[src/rtl/vga_timing_rx_pkg.sv]
// Shared VGA timing constants (1024x768 @ 1344x806), coordinate widths and the
// lock FSM state type used by the timing receiver.
package vga_pkg;

    localparam int H_ACTIVE = 1024;
    localparam int H_FP     = 24;
    localparam int H_SYNC   = 136;
    localparam int H_BP     = 160;
    localparam int H_TOTAL  = H_ACTIVE + H_FP + H_SYNC + H_BP;

    localparam int V_ACTIVE = 768;
    localparam int V_FP     = 3;
    localparam int V_SYNC   = 6;
    localparam int V_BP     = 29;
    localparam int V_TOTAL  = V_ACTIVE + V_FP + V_SYNC + V_BP;

    localparam int X_W = 11;
    localparam int Y_W = 10;

    typedef enum logic [1:0] {
        SEARCH,
        ACQUIRE,
        LOCKED
    } vga_state_e;

    function automatic logic [X_W-1:0] sat_inc_x(input logic [X_W-1:0] v);
        return (v == '1) ? v : v + X_W'(1);
    endfunction

    function automatic logic [Y_W-1:0] sat_inc_y(input logic [Y_W-1:0] v);
        return (v == '1) ? v : v + Y_W'(1);
    endfunction

endpackage

[src/rtl/vga_timing_rx_if.sv]
// Video-in / timing-out bundle for vga_timing_rx; the source is the master.
// o_err_cnt exists only when VGA_TIMING_RX_ERR_CNT_EN is defined.
interface vga_timing_rx_if;
    import vga_pkg::*;

    logic           i_hs;
    logic           i_vs;
    logic           i_de;
    logic [X_W-1:0] o_x;
    logic [Y_W-1:0] o_y;
    logic           o_pix_valid;
    logic [X_W-1:0] o_h_total;
    logic [Y_W-1:0] o_v_total;
    logic           o_locked;
    logic           o_frame_start;
    logic           o_err;
`ifdef VGA_TIMING_RX_ERR_CNT_EN
    logic [15:0]    o_err_cnt;
`endif

    modport master (
        output i_hs, i_vs, i_de,
        input  o_x, o_y, o_pix_valid, o_h_total, o_v_total,
               o_locked, o_frame_start, o_err
`ifdef VGA_TIMING_RX_ERR_CNT_EN
        , input o_err_cnt
`endif
    );

    modport slave (
        input  i_hs, i_vs, i_de,
        output o_x, o_y, o_pix_valid, o_h_total, o_v_total,
               o_locked, o_frame_start, o_err
`ifdef VGA_TIMING_RX_ERR_CNT_EN
        , output o_err_cnt
`endif
    );

endinterface

[src/rtl/vga_edge_sync.sv]
// Two-flop input register with polarity correction and leading/trailing edge
// detect; o_lvl is the registered, active-high copy everything else keys off.
module vga_edge_sync #(
    parameter bit ACT_LOW = 1'b0
) (
    input  logic i_clk,
    input  logic i_rst_n,
    input  logic i_sig,
    output logic o_lvl,
    output logic o_rise,
    output logic o_fall
);

    logic s1, s2, prv;

    // Flops hold the corrected level, so reset (0) is the inactive level.
    always_ff @(posedge i_clk or negedge i_rst_n) begin
        if (!i_rst_n) begin
            s1  <= 1'b0;
            s2  <= 1'b0;
            prv <= 1'b0;
        end else begin
            s1  <= i_sig ^ ACT_LOW;
            s2  <= s1;
            prv <= s2;
        end
    end

    assign o_lvl  = s2;
    assign o_rise = s2 & ~prv;
    assign o_fall = ~s2 & prv;

endmodule

[src/rtl/vga_timing_rx.sv]
// VGA timing receiver: measures line/frame length, locks after LOCK_FRAMES good
// frames, emits pixel coordinates. Define VGA_TIMING_RX_ERR_CNT_EN for o_err_cnt.
module vga_timing_rx import vga_pkg::*; #(
    parameter int H_TOTAL_EXP  = H_TOTAL,
    parameter int V_TOTAL_EXP  = V_TOTAL,
    parameter int LOCK_FRAMES  = 2,
    parameter int SYNC_ACT_LOW = 1
) (
    input  logic           i_clk,
    input  logic           i_rst_n,
    vga_timing_rx_if.slave bus
);

    localparam logic [X_W-1:0] H_EXP  = X_W'(H_TOTAL_EXP);
    localparam logic [Y_W-1:0] V_EXP  = Y_W'(V_TOTAL_EXP);
    localparam logic [3:0]     LOCK_N = 4'(LOCK_FRAMES);

    logic [2:0] raw, lvl, rise, fall;
    logic       hs_rise, vs_rise, de_lvl, de_rise, de_fall;
    logic       sync_unused;

    assign raw = {bus.i_de, bus.i_vs, bus.i_hs};

    // Index 0/1 are hsync/vsync (polarity per SYNC_ACT_LOW), index 2 is de.
    for (genvar i = 0; i < 3; i++) begin : g_sync
        vga_edge_sync #(.ACT_LOW((i != 2) && (SYNC_ACT_LOW != 0))) u_sync (
            .i_clk   (i_clk),
            .i_rst_n (i_rst_n),
            .i_sig   (raw[i]),
            .o_lvl   (lvl[i]),
            .o_rise  (rise[i]),
            .o_fall  (fall[i])
        );
    end

    assign hs_rise     = rise[0];
    assign vs_rise     = rise[1];
    assign de_lvl      = lvl[2];
    assign de_rise     = rise[2];
    assign de_fall     = fall[2];
    assign sync_unused = ^{lvl[1:0], fall[1:0]};

    vga_state_e     state;
    logic [X_W-1:0] h_cnt, h_len;
    logic [Y_W-1:0] v_cnt, v_len;
    logic [3:0]     match_cnt;
    logic           frame_bad, de_q;
    logic           line_bad, frame_ok, h_sat_ev, lock_err;

    assign h_len    = sat_inc_x(h_cnt);
    assign v_len    = sat_inc_y(v_cnt);
    assign line_bad = hs_rise && (h_len != H_EXP);
    // A bad last line, coincident with the vsync edge, still spoils the frame.
    assign frame_ok = !frame_bad && !line_bad && (v_len == V_EXP);
    assign h_sat_ev = !hs_rise && (h_len == '1) && (h_cnt != '1);
    assign lock_err = (state == LOCKED) &&
                      (line_bad || (vs_rise && (v_len != V_EXP)) || h_sat_ev);

    always_ff @(posedge i_clk or negedge i_rst_n) begin
        if (!i_rst_n) begin
            h_cnt             <= '0;
            v_cnt             <= '0;
            de_q              <= 1'b0;
            bus.o_h_total     <= '0;
            bus.o_v_total     <= '0;
            bus.o_x           <= '0;
            bus.o_y           <= '0;
            bus.o_frame_start <= 1'b0;
        end else begin
            h_cnt <= hs_rise ? '0 : h_len;
            if (hs_rise)
                bus.o_h_total <= h_len;
            if (vs_rise) begin
                v_cnt         <= '0;
                bus.o_v_total <= v_len;
            end else if (hs_rise) begin
                v_cnt <= v_len;
            end
            if (de_rise)
                bus.o_x <= '0;
            else if (de_lvl)
                bus.o_x <= bus.o_x + X_W'(1);
            if (vs_rise)
                bus.o_y <= '0;
            else if (de_fall)
                bus.o_y <= bus.o_y + Y_W'(1);
            de_q              <= de_lvl;
            bus.o_frame_start <= vs_rise;
        end
    end

    always_ff @(posedge i_clk or negedge i_rst_n) begin
        if (!i_rst_n) begin
            state        <= SEARCH;
            match_cnt    <= '0;
            frame_bad    <= 1'b0;
            bus.o_locked <= 1'b0;
            bus.o_err    <= 1'b0;
        end else begin
            bus.o_err <= lock_err;
            case (state)
                SEARCH: begin
                    if (vs_rise) begin
                        state     <= ACQUIRE;
                        match_cnt <= '0;
                        frame_bad <= 1'b0;
                    end
                end
                ACQUIRE: begin
                    if (vs_rise) begin
                        frame_bad <= 1'b0;
                        if (frame_ok) begin
                            match_cnt <= match_cnt + 4'd1;
                            if (match_cnt + 4'd1 == LOCK_N) begin
                                state        <= LOCKED;
                                bus.o_locked <= 1'b1;
                            end
                        end else begin
                            match_cnt <= '0;
                        end
                    end else if (line_bad) begin
                        frame_bad <= 1'b1;
                    end
                end
                LOCKED: begin
                    if (lock_err) begin
                        state        <= SEARCH;
                        bus.o_locked <= 1'b0;
                    end
                end
                default: begin
                    state        <= SEARCH;
                    bus.o_locked <= 1'b0;
                end
            endcase
        end
    end

    assign bus.o_pix_valid = de_q & bus.o_locked;

`ifdef VGA_TIMING_RX_ERR_CNT_EN
    always_ff @(posedge i_clk or negedge i_rst_n) begin
        if (!i_rst_n)
            bus.o_err_cnt <= '0;
        else if (lock_err && (bus.o_err_cnt != '1))
            bus.o_err_cnt <= bus.o_err_cnt + 16'd1;
    end
`endif

endmodule

[src/flat_wrapper.sv]
// flat-port wrapper written by rule: the top's interface ports become plain ports
module vga_timing_rx_flat import vga_pkg::*;
#(
    parameter int H_TOTAL_EXP  = H_TOTAL,
    parameter int V_TOTAL_EXP  = V_TOTAL,
    parameter int LOCK_FRAMES  = 2,
    parameter int SYNC_ACT_LOW = 1
)
  (i_clk, i_rst_n, bus_i_hs, bus_i_vs, bus_i_de, bus_o_x, bus_o_y, bus_o_pix_valid, bus_o_h_total, bus_o_v_total, bus_o_locked, bus_o_frame_start, bus_o_err);
  vga_timing_rx_if bus_i ();
  input  logic i_clk;
  input  logic i_rst_n;
  input wire logic [$bits(bus_i.i_hs)-1:0] bus_i_hs;
  input wire logic [$bits(bus_i.i_vs)-1:0] bus_i_vs;
  input wire logic [$bits(bus_i.i_de)-1:0] bus_i_de;
  output wire logic [$bits(bus_i.o_x)-1:0] bus_o_x;
  output wire logic [$bits(bus_i.o_y)-1:0] bus_o_y;
  output wire logic [$bits(bus_i.o_pix_valid)-1:0] bus_o_pix_valid;
  output wire logic [$bits(bus_i.o_h_total)-1:0] bus_o_h_total;
  output wire logic [$bits(bus_i.o_v_total)-1:0] bus_o_v_total;
  output wire logic [$bits(bus_i.o_locked)-1:0] bus_o_locked;
  output wire logic [$bits(bus_i.o_frame_start)-1:0] bus_o_frame_start;
  output wire logic [$bits(bus_i.o_err)-1:0] bus_o_err;
  assign bus_i.i_hs = bus_i_hs;
  assign bus_i.i_vs = bus_i_vs;
  assign bus_i.i_de = bus_i_de;
  assign bus_o_x = bus_i.o_x;
  assign bus_o_y = bus_i.o_y;
  assign bus_o_pix_valid = bus_i.o_pix_valid;
  assign bus_o_h_total = bus_i.o_h_total;
  assign bus_o_v_total = bus_i.o_v_total;
  assign bus_o_locked = bus_i.o_locked;
  assign bus_o_frame_start = bus_i.o_frame_start;
  assign bus_o_err = bus_i.o_err;
  vga_timing_rx #(.H_TOTAL_EXP(H_TOTAL_EXP), .V_TOTAL_EXP(V_TOTAL_EXP), .LOCK_FRAMES(LOCK_FRAMES), .SYNC_ACT_LOW(SYNC_ACT_LOW)) u_core (.i_clk(i_clk), .i_rst_n(i_rst_n), .bus(bus_i));
endmodule
[config.mk]
export PLATFORM = sky130hd
export DESIGN_NAME = vga_timing_rx_flat
export DESIGN_NICKNAME = d
export VERILOG_FILES = /design/src/rtl/vga_timing_rx_pkg.sv /design/src/rtl/vga_timing_rx_if.sv /design/src/rtl/vga_edge_sync.sv /design/src/rtl/vga_timing_rx.sv /design/src/flat_wrapper.sv
export SDC_FILE = /design/constraint.sdc
export NUM_CORES = 1
export LEC_CHECK = 0
export BUFFER_PORTS_ARGS = -buffer_cell sky130_fd_sc_hd__buf_2
export CORE_ASPECT_RATIO = 1.75
export CORE_MARGIN = 2
export CORE_UTILIZATION = 58
export CTS_BUF_LIST = sky130_fd_sc_hd__clkbuf_4 sky130_fd_sc_hd__clkbuf_8 sky130_fd_sc_hd__clkbuf_16
export CTS_CLUSTER_DIAMETER = 150
export DETAILED_ROUTE_END_ITERATION = 10
export GPL_TIMING_DRIVEN = 1
export PLACE_DENSITY = 0.81
export SYNTH_ARGS = -nofsm -noshare
export SYNTH_HDL_FRONTEND = slang
export SYNTH_SLANG_ARGS = --single-unit
[constraint.sdc]
create_clock -name i_clk -period 2.7 [get_ports i_clk]
set_input_delay 0.54 -clock i_clk [delete_from_list [all_inputs] [get_ports i_clk]]
set_output_delay 0.54 -clock i_clk [all_outputs]
set_load 0.01 [all_outputs]
==> reports/metrics.yaml <==
clock_tree:
  clkSlewWorstSetupHoldPaths_ns: 0.06
  cts_buffers: 9
  cts_tree: "done"
  clock_sinks: 82
  post-cts-setup-buffers: 0
  cts_root_buffer: "clkbuf_16"
  insertion_delay_ns: 0.35
  ctsResizeCount: 0
  cts_max_level: 3
  cts_hold_buf: 0
  clockBufferDepth: 2
synth:
  ys_warn_count: 0
  synth-seq-area-share_pct: 50.8
  yosys_register_bits: 82
  syn_area_mm2: 0.00404
  synthFlopType: "dfrtp_1"
  synth_edf_count: 0
  async_flop_share_pct: 100
  synth_fp_nets: 430
  synth_cell_type_count: 57
  syn_avg_cell_area_um2: 9.67
  postSynthCellCount: 418
setup_path:
  path_class: "reg -> reg"
  path_buf_inv: 0
  path_delay_family: "simple AND/OR/NAND/NOR gates"
  r2r_slack_ns: 0.28
  critPathCaptureType: "flip-flop"
  cp_data_arrival_time_ns: 2.64
  worstSetupStartpointType: "flip-flop"
  slowest_delay_ns: 0.53
  required_ns: 2.92
  crit_chain: "ha_1 > xor2_1 > or4b_4 > a211oi_2 > a41o_1 > and3_1 > nor3_2"
  cp_max_fo: 9
  crit_path_top_delay_cell: "or4b_4"
sta:
  fmax_ghz: 0.413
  maxSlewViolCount: 0
  worst_slack_ns: 0.279
  period_share_pct: 89.6
  hold_violations: 0
  skew_ns: 0.00539
  setup_tns_ns: 0
  rsz0062_at_grt: "no"
  min_period_ns: 2.42
  worstMarginPinSlew_ns: 0.816
  setup_viol: 0
  holdWs_ns: 0.118
  max_slew_margin_pct: 45.6
job:
  max_cap_viol_count: 0
cells_and_area:
  area_growth_pct: 15.0
  diodes: 0
  final_cell_mix: "82 x dfrtp_1, 49 x buf_2, 44 x nand2_1, 44 x nor2_1, 33 x o21ai_0"
  final_cells: 551
  nNetsFinal: 474
  drive_above_1_share_pct: 18.6
  layout_commonest_cell: "dfrtp_1"
floorplanning:
  io_pins: 51
  num_rows: 40
  fp.dieH_um: 114
  coreArea_mm2: 0.00681
  start_util_pct: 59.4
  dieArea_mm2: 0.00768
  die_x_um: 67.1
placement:
  gp_congestion: 1.02
  port_buffers: 50
  placed_cells: 535
  dp_hpwl_um: 6390
  dp_slack_ns: 0.305
worst_hold_path:
  worstHoldPathType: "in -> async"
routing:
  via_per_inst: 5.92
  drtPass1Iterations: 5
  drc: 0
  drtAntennaViolNets: 0
  drt-initial-drc-count: 190
  detail_route.wl_per_cell_um: 16.2
  finalWirelength_um: 8910
  vias: 3262
global_route:
  first_global_vias: 3230
  grt_overflow: 0
  antenna_found_initial: 0
  grt_max_degree: 54
  grt_first_pass_wirelength_um: 15000
  grtUsageTotal_pct: 26.1
power_and_ir_drop:
  combPwrFrac_pct: 11.6
  switching_share_pct: 27.0
  total_power_w: 0.00298
  power.share.clock_pct: 41.1
  seq_power_share_pct: 47.4
  p_int_w: 0.00218
  vdd_ir_drop_max_v: 0.000573
  leakage_nw: 2.19
  power.density_mw_per_mm2: 642
  p_switching_w: 0.000807
outcome:
  outcome: "completed"
-- state kept, by name (all words and copies together) (netlist names) --
register                    cells
u_core.g_sync.u_sync.s1         3
u_core.bus.o_h_total           11
u_core.de_q                     1
u_core.v_cnt                   10
u_core.g_sync.u_sync.prv        2
u_core.g_sync.u_sync.o_lvl      3
u_core.frame_bad                1
u_core.state                    2
u_core.bus.o_x                 11
u_core.bus.o_frame_start        1
u_core.bus.o_v_total           10
u_core.bus.o_y                 10
u_core.bus.o_locked             1
u_core.match_cnt                4
u_core.bus.o_err                1
u_core.h_cnt                   11
-- cells in the mapped netlist, types with 6 or more instances --
| cell | count | area (um2) |
|---|---|---|
| inv_1 | 9 | 33.8 |
| ha_1 | 7 | 87.6 |
| o21ai_0 | 33 | 165 |
| nand3_1 | 21 | 105 |
| nand2_1 | 44 | 165 |
| dfrtp_1 | 82 | 2050 |
| nor2b_1 | 9 | 56.3 |
| a21oi_1 | 17 | 85.1 |
| clkbuf_1 | 12 | 45.0 |
| nor2_1 | 44 | 165 |
| xor2_1 | 16 | 140 |
| a31oi_1 | 7 | 43.8 |
| and3_1 | 12 | 75.1 |
| nand4_1 | 9 | 56.3 |
| xnor2_1 | 11 | 96.3 |
| and2_1 | 6 | 37.5 |
-- per-stage QoR --
step	instance area, um2	utilization [%]
CTS	4650	68.3
floorplan	4040	-
finish	4650	68.3
global route	4650	68.3
detailed placement	4340	63.8
global placement	4340	63.8
-- kinds of logic (layout without fill, tap and decap cells) --
family / count (synthesis) / count (layout) / synth area share [%]
adders and majority gates: 7 / 7 / 2.17
xor gates and xnor gates: 27 / 27 / 5.85
and+or+nand+nor: 180 / 180 / 23.4
muxes: 5 / 5 / 1.24
AOI/OAI and AO/OA: 86 / 86 / 13.1
buffers and inverters: 31 / 80 / 3.47
DFF: 82 / 82 / 50.8
-- cell type report --
| cell class | count | area (um2) |
|---|---|---|
| clock buffer | 9 | 225 |
| clock inverter | 7 | 77.6 |
| fill | 560 | 2160 |
| inverter | 9 | 33.8 |
| multi-input combinational | 305 | 1850 |
| sequential | 82 | 2050 |
| tap | 84 | 105 |
| timing repair buffer | 55 | 303 |
-- worst register-to-register path, delay by kind of cell (launching register included) --
family | cells | cell delay [ns]
simple gates | 3 | 0.80
compound gates | 2 | 0.54
flops | 1 | 0.45
fa+ha+maj | 1 | 0.31
xor+xnor | 1 | 0.20
-- routing by layer --
metal  GRT usage [%]  part of all wire [%]
met1            27.9                    37
met2            46.5                    55
met3            4.82                   4.7
met4            14.6                   3.4
met5               0                     0
-- power by group through the flow --
stage | clock network, W | registers, W | logic (W)
2_1_floorplan | 0 | 0.00144 | 0.000189
3_3_place_gp | 0 | 0.00142 | 0.000334
3_5_place_dp | 0 | 0.00143 | 0.000348
4_1_cts | 0.00125 | 0.00141 | 0.000350
5_1_grt | 0.00130 | 0.00142 | 0.000389
6_report | 0.00122 | 0.00141 | 0.000345
-- worst paths after layout --
check                      depth (start not counted)                  startpoint                             to
hold reg to reg                                    0  u_core.g_sync[2].u_sync.s1  u_core.g_sync[2].u_sync.o_lvl
hold / removal                                     1                     i_rst_n        u_core.bus.o_h_total[1]
setup reg to reg                                   7             u_core.h_cnt[0]                u_core.state[0]
setup / recovery                                   7             u_core.h_cnt[0]                u_core.state[0]
max in group asynchronous                          2                     i_rst_n                u_core.v_cnt[0]
min in group i_clk                                 1                    bus_i_de     u_core.g_sync[2].u_sync.s1
(Power assumes the default switching activity.)
